$ cat src/rtl/serial_sub_arbiter.sv
// Two-requester round-robin front end for one shared bit-serial subtractor. A result appears
// WIDTH edges after the grant; define SERIAL_SUB_OVF_EN to enable the signed overflow flag.
module serial_sub_arbiter #(
    parameter int WIDTH = 8
) (
    input  logic             clk,
    input  logic             rst_n,
    input  logic             req0,
    input  logic [WIDTH-1:0] a0,
    input  logic [WIDTH-1:0] b0,
    output logic             gnt0,
    input  logic             req1,
    input  logic [WIDTH-1:0] a1,
    input  logic [WIDTH-1:0] b1,
    output logic             gnt1,
    output logic             busy,
    output logic             done,
    output logic             owner,
    output logic [WIDTH-1:0] diff,
    output logic             borrow,
    output logic             ovf
);
    localparam int CW = $clog2(WIDTH);

    typedef enum logic [1:0] {S_IDLE, S_SHIFT, S_DONE} state_t;

    state_t           r_state, w_state_nxt;
    logic             r_last;
    logic             r_gnt0, r_gnt1, r_busy, r_done;
    logic             r_owner_nxt, r_owner;
    logic [WIDTH-1:0] r_a, r_b, r_res, r_diff;
    logic             r_bin, r_borrow;
    logic [CW-1:0]    r_cnt;

    logic             w_arb, w_sel0, w_sel1, w_grant, w_last_bit;
    logic             w_d, w_bout;
    logic [WIDTH-1:0] w_op_a, w_op_b;

    always_comb begin
        w_state_nxt = r_state;
        w_arb       = (r_state != S_SHIFT);
        // Tie goes to the requester that was not served last.
        w_sel0      = w_arb & req0 & (~req1 | r_last);
        w_sel1      = w_arb & req1 & (~req0 | ~r_last);
        w_grant     = w_sel0 | w_sel1;
        w_op_a      = w_sel1 ? a1 : a0;
        w_op_b      = w_sel1 ? b1 : b0;
        w_last_bit  = (r_cnt == CW'(WIDTH - 1));
        w_d         = r_a[0] ^ r_b[0] ^ r_bin;
        w_bout      = (~r_a[0] & r_b[0]) | (~(r_a[0] ^ r_b[0]) & r_bin);
        case (r_state)
            S_IDLE, S_DONE: w_state_nxt = w_grant ? S_SHIFT : S_IDLE;
            S_SHIFT:        w_state_nxt = w_last_bit ? S_DONE : S_SHIFT;
            default:        w_state_nxt = S_IDLE;
        endcase
    end

    always_ff @(posedge clk or negedge rst_n) begin
        if (!rst_n) begin
            r_state <= S_IDLE;
            r_busy  <= 1'b0;
            r_done  <= 1'b0;
        end else begin
            r_state <= w_state_nxt;
            r_busy  <= (w_state_nxt == S_SHIFT);
            r_done  <= (w_state_nxt == S_DONE);
        end
    end

    always_ff @(posedge clk or negedge rst_n) begin
        if (!rst_n) begin
            r_last      <= 1'b1;
            r_gnt0      <= 1'b0;
            r_gnt1      <= 1'b0;
            r_owner_nxt <= 1'b0;
            r_owner     <= 1'b0;
            r_a         <= '0;
            r_b         <= '0;
            r_res       <= '0;
            r_diff      <= '0;
            r_bin       <= 1'b0;
            r_borrow    <= 1'b0;
            r_cnt       <= '0;
        end else begin
            r_gnt0 <= w_sel0;
            r_gnt1 <= w_sel1;
            if (w_grant) begin
                r_a         <= w_op_a;
                r_b         <= w_op_b;
                r_bin       <= 1'b0;
                r_cnt       <= '0;
                r_owner_nxt <= w_sel1;
                r_last      <= w_sel1;
            end else if (r_state == S_SHIFT) begin
                r_a   <= r_a >> 1;
                r_b   <= r_b >> 1;
                r_res <= {w_d, r_res[WIDTH-1:1]};
                r_bin <= w_bout;
                r_cnt <= r_cnt + CW'(1);
                if (w_last_bit) begin
                    r_diff   <= {w_d, r_res[WIDTH-1:1]};
                    r_borrow <= w_bout;
                    r_owner  <= r_owner_nxt;
                end
            end
        end
    end

`ifdef SERIAL_SUB_OVF_EN
    logic r_sa, r_sb, r_ovf;

    // The shift registers lose the sign bits, so keep copies for the final bit.
    always_ff @(posedge clk or negedge rst_n) begin
        if (!rst_n) begin
            r_sa  <= 1'b0;
            r_sb  <= 1'b0;
            r_ovf <= 1'b0;
        end else if (w_grant) begin
            r_sa <= w_op_a[WIDTH-1];
            r_sb <= w_op_b[WIDTH-1];
        end else if (r_state == S_SHIFT && w_last_bit) begin
            r_ovf <= (r_sa != r_sb) && (w_d != r_sa);
        end
    end

    assign ovf = r_ovf;
`else
    assign ovf = 1'b0;
`endif

    assign gnt0   = r_gnt0;
    assign gnt1   = r_gnt1;
    assign busy   = r_busy;
    assign done   = r_done;
    assign owner  = r_owner;
    assign diff   = r_diff;
    assign borrow = r_borrow;
endmodule
$ cat config.mk
export PLATFORM = sky130hd
export DESIGN_NAME = serial_sub_arbiter
export DESIGN_NICKNAME = d
export VERILOG_FILES = /design/src/rtl/serial_sub_arbiter.sv
export SDC_FILE = /design/constraint.sdc
export NUM_CORES = 1
export LEC_CHECK = 0
export ABC_AREA = 1
export BUFFER_PORTS_ARGS = -buffer_cell sky130_fd_sc_hd__clkbuf_2
export CAP_MARGIN = 0
export CORE_ASPECT_RATIO = 0.5
export CORE_MARGIN = 2
export CORE_UTILIZATION = 57
export DETAILED_ROUTE_END_ITERATION = 10
export PLACE_DENSITY = 0.84
export SETUP_SLACK_MARGIN = 0.1
export SKIP_CTS_REPAIR_TIMING = 1
export SKIP_LAST_GASP = 1
export SLEW_MARGIN = 20
export SYNTH_ARGS = -nofsm -noshare
export SYNTH_HDL_FRONTEND = slang
export SYNTH_SLANG_ARGS = --single-unit
$ cat constraint.sdc
create_clock -name clk -period 4.48 [get_ports clk]
set_clock_uncertainty 0.05 [all_clocks]
set_input_delay 0.448 -clock clk [delete_from_list [all_inputs] [get_ports clk]]
set_output_delay 0.448 -clock clk [all_outputs]
set_load 0.01 [all_outputs]
; Word level (Yosys, flattened, before mapping)
; Index checks and enable logic that the tools add are counted.
[totals]
elab_cells = 58
reg_bits = 46
inputBits = 36
[op_classes]
n_addsub = 1
bitwise = 18
mux = 13
n_eq_ne = 6
reduce_logical = 5
[ops]
columns = op, n
row1 = 8-bit two-way mux, 6
row2 = 1-bit bitwise AND, 6
row3 = 3-bit two-way mux, 2
row4 = 1-bit NOT, 6
row5 = "2-bit by 1-bit == test with 1-bit output, second input constant", 2
row6 = "2-bit == test, second input constant", 2
row7 = 1-bit bitwise OR, 4
row8 = 2-bit case mux with 2 select lines, 1
row9 = "3-bit by 1-bit adder with 3-bit output, second input constant", 1
row10 = "3-bit == test, second input constant", 1
row11 = 1-bit two-way mux, 3
row12 = 3-bit AND reduction, 1
row13 = 2-bit zero test, 1
row14 = 2-bit two-way mux, 1
row15 = "2-bit by 1-bit inequality test with 1-bit output, second input constant", 1
row16 = 2-bit AND reduction, 1
row17 = 2-bit nonzero test, 1
row18 = 2-bit OR reduction, 1
row19 = 1-bit bitwise XOR, 2

; Longest topological paths before layout
; Gate-level depths: netlist of the first run.
[logic_depth]
word_depth = 7
ltp_mapped = 8
ltp_nobuf = 8

; Worst setup path after synthesis of the first run
; OpenSTA, ideal clock, no wires.
[synth_path]
path_kind = register to register
start = reg r_cnt[0]
end = reg r_borrow, in the netlist borrow
t_required_ns = 4.304
path_buffers = 1
path_stages_with_launch = 8
period_less_slack_ns = 1.425
t_arrival_ns = 1.249
slack_ns = 3.055
path_cell_list = dfrtp_1 ha_1 ha_1 inv_1 nor2_4 inv_2 buf_2 o21ai_0
[synth_between]
elab_chain_cells = 2
[synth_lines]
columns = element, line_no
row1 = from (decl), 33  ; logic [CW-1:0] r_cnt;
row2 = from (signal assigned), 99  ; r_cnt <= r_cnt + CW'(1);
row3 = 3-bit == test, 48  ; w_last_bit = (r_cnt == CW'(WIDTH - 1));
row4 = 3-bit AND reduction (no source line), n/a
row5 = to (signal assigned), 102  ; r_borrow <= w_bout;
row6 = to (decl), 32  ; logic r_bin, r_borrow;
; No other way between the ends.
; A chain may end at the register's enable or synchronous reset.

; Worst setup path in the final report of the first run
[layout_path]
start = reg r_state[0]
end = reg r_b[3]
[layout_between]
elab_chain_cells = 5
[layout_lines]
columns = element, line_no
row1 = from (decl), 27  ; state_t r_state, w_state_nxt;
row2 = from (signal assigned), 64  ; r_state <= w_state_nxt;
row3 = 2-bit by 1-bit inequality test with 1-bit output, 41  ; w_arb = (r_state != S_SHIFT);
row4 = "1-bit bitwise AND, on equally long branches (2 in a row)", "44, 43"
row5 = 8-bit two-way mux / 1-bit bitwise OR (equally long branches), "47, 45"
row6 = 8-bit two-way mux / 2-bit nonzero test (equally long branches), n/a
row7 = to (signal assigned), 89  ; r_b <= w_op_b;
row8 = to (signal assigned), 96  ; r_b <= r_b >> 1;
row9 = to (decl), 31  ; logic [WIDTH-1:0] r_a, r_b, r_res, r_diff;
; Several ways; a longest one is shown, not always the timed one.

==> results of run 1 <==
logic make-up after synthesis:
group           Yosys count  share of synthesized area (%)
simple gates            110                           23.4
buf+inv                  53                           11.0
compound gates           48                           12.5
flops                    45                           51.0
fa+ha+maj                 3                           2.04
other cells               1                          0.170
cell usage after synthesis:
library cell,instances
nand2_1,68
dfrtp_1,44
inv_1,38
o21ai_0,22
nand3_1,14
o211ai_1,14
nor2_1,12
a21oi_1,9
nand4_1,8
buf_6,4
buf_4,3
clkbuf_1,3
nand2_4,3
buf_2,2
ha_1,2
inv_2,2
nand3_4,2
o21ai_1,2
buf_1,1
conb_1,1
dfstp_2,1
fa_1,1
nand3_2,1
nor2_2,1
nor2_4,1
o22ai_1,1
layout make-up:
class / count / area, µm²
Tap cell: 51 / 63.8
Sequential cell: 45 / 1130
Inverter: 40 / 150
Timing Repair Buffer: 49 / 245
Multi-Input combinational cell: 162 / 842
Fill cell: 294 / 1050
Clock inverter: 3 / 21.3
Clock buffer: 5 / 68.8
state kept, by name (all words and copies together) (netlist names):
| name | count |
|---|---|
| gnt1 | 1 |
| r_a | 8 |
| r_state | 2 |
| owner | 1 |
| r_b | 8 |
| diff | 8 |
| r_owner_nxt | 1 |
| done | 1 |
| gnt0 | 1 |
| r_last | 1 |
| r_cnt | 3 |
| busy | 1 |
| borrow | 1 |
| r_bin | 1 |
| r_res | 7 |
power breakdown:
group	internal (mW)	switching [mW]
logic	0.261	0.458
registers	0.599	0.0981
clock network	0.111	0.139
total	0.971	0.695
critical path: cells and delay by family, from the launching register on:
kind / cells / cell delay, ps
buf+inv: 1 / 150
flops: 1 / 410
simple gates: 5 / 1370
per-layer routing:
metal  GRT usage (%)  vias to the layer above  share of wire [%]
li1                -                      919                  -
met1            25.7                      840                 47
met2            36.5                       45                 48
met3            5.51                        0                5.3
met4            4.18                        0                  0
met5               0                        -                  0
through the flow:
step                      area, µm²  power (mW)  util (%)  instances
final                          2520        1.67      70.6        355
after global routing           2520        1.82      70.6        355
after CTS                      2520        1.68      70.6        355
after detailed placement       2430        1.42      68.1        347
after global placement         2430        1.39      68.1        347
after floorplan                2210        1.27         -        260
final timing paths:
check	end	slack [ps]	cells past startpoint
max in group asynchronous	diff[5]	3520	1
max reg2reg	r_b[3]	2370	6
min	r_b[4]	250	1
max	r_b[3]	2370	6
min in group clk	r_a[7]	360	3
min reg2reg	r_cnt[0]	430	1
cell usage in the layout, fill, tap and decap left out:
cell type | Yosys | final
a21oi_1 | 9 | 9
buf_2 | 2 | 1
clkbuf_2 | 0 | 48
clkbuf_8 | 0 | 5
clkinv_2 | 0 | 1
clkinvlp_4 | 0 | 1
conb_1 | 1 | 1
dfrtp_1 | 44 | 44
dfstp_2 | 1 | 1
fa_1 | 1 | 1
ha_1 | 2 | 2
inv_1 | 38 | 38
inv_2 | 2 | 2
inv_6 | 0 | 1
nand2_1 | 68 | 68
nand2_4 | 3 | 3
nand3_1 | 14 | 14
nand3_2 | 1 | 1
nand3_4 | 2 | 2
nand4_1 | 8 | 8
nor2_1 | 12 | 12
nor2_2 | 1 | 1
nor2_4 | 1 | 1
o211ai_1 | 14 | 14
o21ai_0 | 22 | 22
o21ai_1 | 2 | 2
o22ai_1 | 1 | 1
==> impl_metrics.ini, run 1 <==
[outcome]
outcome = complete, no violations

[critical_path]
critPathArrivalTime_ps = 2250
worstSetupStartpoint = r_state[0]
crit_slowest_cell = nand3_4
cp.required_ps = 4620
end_kind = flop
critPathMaxFanout = 45
worst_setup_path_start_kind = flop
max_stage_delay_ps = 440
crit_chain = nand2_4 -> nand3_4 -> nand3_2 -> inv_2 -> nand2_1 -> nand2_1
crit_type = reg -> reg
cp_common_cell = nand2_1
timing.rr.start = r_state[0]

[timing]
fin_crit_sh_pct = 47.1
fin_setup_tns_ps = 0
setup_ws_ps = 2370
rsz0062_at_grt = no
fmax_ghz = 0.474
tightest_slew_ps = 961
finalHoldViolCount = 0
min_period_ps = 2110
hold-worst-slack_ps = 250
slew_headroom_pct = 35.9
setup_viol = 0
final_max_slew_viol_count = 0

[cells_and_area]
drive_gt1_share_pct = 22.4
area_delta_synth_final_pct = 13.9
layout.nets = 342
diodes = 0

[synth]
synth_top_area_cell = dfrtp_1
ys_seq_area_share_pct = 51.0
synth_cells = 260
mappedNetlistArea_um2 = 2210
yosys-top-cells-area = dfrtp_1 50%, nand2_1 12%, inv_1 6.4%
syn_nets = 299
yosysTopAreaCellShare_pct = 49.8
ys_ff_latch = 45
avgSynthCellArea_um2 = 8.51
synth_cell_types = 26
yosysWarnings = 0

[place]
globalplace.congestion = 0.764
dp_hpwl_um = 2750
place_worst_setup_slack_ps = 2420
placement.io_buffers = 49

[global_routing]
grt_max_degree = 46
grt_pass1_wl_um = 6880
grt-ovfl-total = 0
grt_usage_pct = 20.1
grt_pass1_vias = 1612
antenna_found_initial = 0

[floorplan]
initial_core_util_pct = 62.0
rows = 15
die_area_um2 = 4430
ios = 51
core_area_um2 = 3570
die-height_um = 48.1
die-width_um = 92.1

[drt]
drt_iter0_drc = 93
first_pass_iters = 4
routedWlPerCell_um = 11.5
ant_nets = 0
via_count = 1804
drc_errors = 0
vias_per_cell = 5.08
routed_wl_um = 4070

[clocking]
insertion_delay_ps = 290
cts_buffer_depth = 2
ctsHtreeMaxLevel = 2
tritoncts = done
cts_buffers = 5
clkSlewWorstSetupHoldPaths_ps = 90
cts_root_buf = clkbuf_8
cts_sinks = 45

[power]
p_leak_nw = 1.34
peakVddDrop_uv = 284
p_per_area_nw_per_um2 = 661

[job]
maxCapViolCount = 0

[worst_hold_path]
holdCritPathClass = in -> async
Note: power is estimated with default switching activity, not from simulation.
==> run 2: changes to the inputs <==
--- a/config.mk
+++ b/config.mk
@@ -5,14 +5,14 @@
 export SDC_FILE = /design/constraint.sdc
 export NUM_CORES = 1
 export LEC_CHECK = 0
-export ABC_AREA = 1
+export ABC_AREA = 0
 export BUFFER_PORTS_ARGS = -buffer_cell sky130_fd_sc_hd__clkbuf_2
 export CAP_MARGIN = 0
 export CORE_ASPECT_RATIO = 0.5
 export CORE_MARGIN = 2
-export CORE_UTILIZATION = 57
+export CORE_UTILIZATION = 48
 export DETAILED_ROUTE_END_ITERATION = 10
-export PLACE_DENSITY = 0.84
+export PLACE_DENSITY = 0.75
 export SETUP_SLACK_MARGIN = 0.1
 export SKIP_CTS_REPAIR_TIMING = 1
 export SKIP_LAST_GASP = 1
==> constraint.sdc (replaced) <==
create_clock -name clk -period 1.7 [get_ports clk]
set_clock_uncertainty 0.05 [all_clocks]
set_input_delay 0.17 -clock clk [delete_from_list [all_inputs] [get_ports clk]]
set_output_delay 0.17 -clock clk [all_outputs]
set_load 0.01 [all_outputs]
==> run 2 against run 1 <==
  * Clock-buffer cell count up 1
  * Maximum frequency increased by 31%
  * Routed wire length grew 12%
  * First-iteration DRC count shrank 20%
  * Cell count decreased by 12%
  * Sequential power rose to 2.6 times the previous value
  * Critical endpoint is now diff[7]
  * Largest cell class unchanged
  * Largest power group is now registers
==> impl_metrics.ini, run 2 <==
[outcome]
outcome = complete, no violations

[timing]
setup_viol = 0
fin_crit_sh_pct = 94.8
slew_headroom_pct = 63.0
rsz0062_at_grt = yes
final_max_slew_viol_count = 0
fin_setup_tns_ps = 0
tightest_slew_ps = 555
min_period_ps = 1610
fmax_ghz = 0.621
finalHoldViolCount = 0

[drt]
drt_iter0_drc = 74
routed_wl_um = 4550
top_layer_used = met4
wl_met3_um = 187
ant_nets = 0
wl_met2_um = 2140
via_count = 1669
first_pass_iters = 4
wl_met1_um = 2160
drc_errors = 0
vias_per_cell = 5.35
routedWlPerCell_um = 14.6

[critical_path]
end_kind = flop
worstSetupStartpoint = r_cnt[0]
crit_type = reg -> reg
critPathArrivalTime_ps = 1740
worst_setup_path_start_kind = flop
cp.required_ps = 1830
critPathMaxFanout = 4
timing.rr.start = r_cnt[0]

[synth]
yosys-top-cells-area = dfrtp_1 51%, mux2_2 8.3%, nand2_1 6.6%
yosysWarnings = 0
yosysTopAreaCellShare_pct = 50.6
ys_seq_area_share_pct = 51.8
synth_edf_count = 0
syn_nets = 237
synth_commonest_cells = 44 x dfrtp_1, 38 x nand2_1, 17 x a21oi_1, 16 x mux2_2
synth_top_area_cell = dfrtp_1
mappedNetlistArea_um2 = 2180
synthMostInstantiatedCell = dfrtp_1
synth_cell_types = 31
synth_cells = 198
synthArstFlopShare_pct = 100
synthFlopType = dfrtp_1
ys_ff_latch = 45
avgSynthCellArea_um2 = 11.0

[floorplan]
ios = 51
initial_core_util_pct = 49.7
die_area_um2 = 5120
die-width_um = 99.2
rows = 17
die-height_um = 51.6
core_area_um2 = 4380

[global_routing]
grt_max_degree = 46
antenna_found_initial = 0
grt_usage_pct = 17.9
grt-ovfl-total = 0
grt_pass1_vias = 1626
grt_pass1_wl_um = 7170

[cells_and_area]
area_delta_synth_final_pct = 22.0
layout_commonest_cell = clkbuf_2
mostFrequentLayoutCells = 49 x clkbuf_2, 44 x dfrtp_1, 38 x nand2_1, 17 x a21oi_1, 16 x mux2_4
fillers = 366
multi_input_area_um2 = 956
utilization_pct = 60.6
drive_gt1_share_pct = 39.2
stdcell_count = 312
layout.nets = 293
diodes = 0
regArea_um2 = 1130

[place]
placed_cells = 298
placement.io_buffers = 49
globalplace.congestion = 0.747
dp_hpwl_um = 3010

[power]
p_leak_nw = 1.34
p_per_area_nw_per_um2 = 1610
peakVddDrop_uv = 738

[clocking]
insertion_delay_ps = 290
cts_root_buf = clkbuf_8
tritoncts = done
ctsHtreeMaxLevel = 2
clkSlewWorstSetupHoldPaths_ps = 80
cts_sinks = 45
cts_buffer_depth = 2
cts_buffers = 5

[worst_hold_path]
worstHoldStart = b1[2]
holdCritPathClass = in -> reg

[job]
maxCapViolCount = 0
[run 2: changes by cell type in the layout (fill, tap and decap cells not counted), moves of 10 or more]
cell	change
nand2_1	-30
o211ai_1	-14
o221ai_1	+14
mux2_4	+16
nor2_1	-10
nor3_1	+14
inv_1	-33
buf_4	+13
nand3_1	-13
o21ai_0	-18
[run 2: final cells by class]
type / count / share of cell area [%]
tap: 57 / 2.69
timing repair buffer: 65 / 15.0
inverter: 5 / 0.707
multi-input combinational: 132 / 36.0
sequential: 45 / 42.5
clock buffer: 6 / 2.73
clock inverter: 2 / 0.377
[run 2: per-stage QoR]
step | power, mW | area, µm² | worst slack (ps) | hold slack [ps]
after floorplan | 2.98 | 2180 | 114 | -176
after global placement | 3.42 | 2460 | 149 | 230
after detailed placement | 3.49 | 2460 | 114 | 235
after CTS | 4.13 | 2540 | 89.4 | -90.0
after global routing | 4.59 | 2650 | 24.1 | 94.5
final | 4.27 | 2650 | 88.8 | 85.8
[run 2: worst paths after layout]
check                              endpoint  slack [ps]  cells after the start
worst min-delay path                 r_b[2]          90                      3
worst max-delay path                diff[7]          90                      5
max in group asynchronous            r_a[2]         780                      3
worst max register to register      diff[7]          90                      5
worst min register to register  r_owner_nxt         440                      1
min in group asynchronous           diff[4]         440                      3
[run 2: per-layer routing]
metal,vias up,GRT usage [%]
met5,-,0
met2,35,31.0
met1,820,22.6
met3,5,3.63
li1,809,-
met4,0,7.31
[run 2: cells by family (layout without fill, tap and decap cells)]
logic type / count (synthesis) / in the layout / share of synthesized area [%]
and+or+nand+nor: 60 / 60 / 12.0
other: 1 / 1 / 0.172
muxes: 25 / 25 / 14.0
adders and majority gates: 3 / 3 / 2.07
AOI/OAI and AO/OA: 43 / 43 / 13.4
buffers and inverters: 21 / 78 / 6.50
DFF: 45 / 45 / 51.8
[run 2: critical path: stages (launching register included)]
cell and delay (ps):
dfrtp_1 410, ha_2 200, ha_4 160, nand3b_1 200
clkbuf_16 190, mux2_4 290
[run 2: where the power goes]
group / leakage (nW) / internal (mW) / switching (mW)
logic: 0.735 / 0.903 / 0.897
clock network: 0.0450 / 0.285 / 0.345
registers: 0.556 / 1.56 / 0.286
==> run 3: changes to the inputs <==
--- a/config.mk
+++ b/config.mk
@@ -8,13 +8,14 @@
 export ABC_AREA = 0
 export BUFFER_PORTS_ARGS = -buffer_cell sky130_fd_sc_hd__clkbuf_2
 export CAP_MARGIN = 0
+export CELL_PAD_IN_SITES_DETAIL_PLACEMENT = 2
+export CELL_PAD_IN_SITES_GLOBAL_PLACEMENT = 2
 export CORE_ASPECT_RATIO = 0.5
 export CORE_MARGIN = 2
-export CORE_UTILIZATION = 48
+export CORE_UTILIZATION = 30
 export DETAILED_ROUTE_END_ITERATION = 10
-export PLACE_DENSITY = 0.75
+export PLACE_DENSITY_LB_ADDON = 0.1
 export SETUP_SLACK_MARGIN = 0.1
-export SKIP_CTS_REPAIR_TIMING = 1
 export SKIP_LAST_GASP = 1
 export SLEW_MARGIN = 20
 export SYNTH_ARGS = -nofsm -noshare
==> run 3 against run 2 <==
  * Core utilization shrank 19 points
  * Sequential share of layout area shrank 3.0 points
  * Hold slack lost 2.8 ps
  * Via count grew 3.7%
  * Largest cell class unchanged
==> impl_metrics.ini, run 3 (same netlist as run 2, synthesis figures left out) <==
[timing]
tightest_slew_ps = 588
final_max_slew_viol_count = 0
rsz0062_at_grt = yes
setup_viol = 0
fin_crit_sh_pct = 94.7
min_period_ps = 1610
setup_ws_ps = 90.4
finalHoldViolCount = 0
fmax_ghz = 0.621
slew_headroom_pct = 60.8
fin_setup_tns_ps = 0

[power]
p_per_area_nw_per_um2 = 1750
p_leak_nw = 1.41
peakVddDrop_uv = 548

[global_routing]
grt_usage_pct = 16.3
grt_pass1_vias = 1978
antenna_found_initial = 0
grt_pass1_wl_um = 10100
grt-ovfl-total = 0
grt_max_degree = 46

[critical_path]
cp.required_ps = 1830
worst_setup_path_start_kind = flop
max_stage_delay_ps = 400
crit_type = reg -> reg
end_kind = flop
critPathMaxFanout = 7
crit_slowest_cell = dfrtp_1
critPathArrivalTime_ps = 1740
crit_chain = ha_2 -> ha_4 -> nand3b_1 -> buf_6 -> buf_12 -> mux2_4

[drt]
routed_wl_um = 6120
vias_per_cell = 4.92
via_count = 1731
first_pass_iters = 4
routedWlPerCell_um = 17.4
drt_iter0_drc = 62
ant_nets = 0
drc_errors = 0

[outcome]
outcome = complete, no violations

[floorplan]
die_area_um2 = 7990
rows = 21
core_area_um2 = 6860
die-height_um = 64.2
ios = 51
initial_core_util_pct = 31.7
die-width_um = 124

[cells_and_area]
layout_commonest_cell = clkbuf_2
mostFrequentLayoutCells = 49 x clkbuf_2, 44 x dfrtp_1, 38 x nand2_1, 17 x a21oi_1, 16 x mux2_4
stdcell_count = 352
diodes = 0
utilization_pct = 41.7
drive_gt1_share_pct = 40.8
area_delta_synth_final_pct = 31.4
layout.nets = 298

[place]
dp_hpwl_um = 3920
placed_cells = 334
globalplace.congestion = 0.682
place_worst_setup_slack_ps = 67.1
placement.io_buffers = 49

[clocking]
cts_sinks = 45
cts_buffers = 5
ctsHtreeMaxLevel = 2
insertion_delay_ps = 300
clkSlewWorstSetupHoldPaths_ps = 70
cts_buffer_depth = 2
tritoncts = done
cts_root_buf = clkbuf_16

[worst_hold_path]
holdCritPathClass = in -> reg

[job]
maxCapViolCount = 0
[run 3: where the power goes]
group | internal, mW | total, mW | switching, mW
sequential | 1.56 | 1.87 | 0.312
combinational | 0.983 | 1.97 | 0.988
clock | 0.707 | 1.17 | 0.465
total | 3.25 | 5.01 | 1.77
[run 3: worst paths after layout]
kind	startpoint	cells after the start	slack, ps	to
worst max-delay path	r_cnt[0]	6	90	diff[3]
worst min-delay path	b1[2]	3	80	r_b[2]
worst max register to register	r_cnt[0]	6	90	diff[3]
worst min register to register	r_res[1]	2	440	r_res[1]
max in group asynchronous	rst_n	3	750	r_a[3]
min in group asynchronous	rst_n	3	450	diff[4]
[run 3: layout make-up]
type / instances / area [µm²]
Multi-Input combinational cell: 132 / 956
Tap cell: 92 / 115
Inverter: 5 / 18.8
Fill cell: 726 / 4000
Clock inverter: 3 / 50.0
Clock buffer: 5 / 125
Sequential cell: 45 / 1130
Timing Repair Buffer: 70 / 467
[run 3: stage by stage]
stage | area (µm²) | total power, mW | hold slack, ps
CTS | 2780 | 4.91 | 80.5
global route | 2860 | 5.39 | 93.3
global placement | 2530 | 3.56 | 252
floorplan | 2180 | 2.98 | -176
detailed placement | 2530 | 3.63 | 258
finish | 2860 | 5.01 | 83.1
[run 3: timing repair]
item                       4_1_cts  5_1_grt
cloned                           1        0
resized for setup                4       10
setup endpoints to repair        9        9
buffers inserted                 3        5
hold endpoints to repair        44        0
pin swaps                        0        1
hold buffers                     1        0
[run 3: metal layers]
| layer | global-route usage, % | up-vias | routed length (µm) |
|---|---|---|---|
| met5 | 0 | - | 0 |
| met1 | 20.8 | 875 | 2970 |
| met3 | 4.61 | 7 | 234 |
| li1 | - | 817 | - |
| met4 | 4.21 | 0 | 61 |
| met2 | 27.3 | 32 | 2850 |
[run 3: critical path: cells and delay by family (launching register included)]
family	cells	cell delay, ps
adder cells (fa/ha/maj)	2	370
AND/OR/NAND/NOR	1	100
buffers and inverters	2	270
flip-flops	1	400
multiplexers	1	300
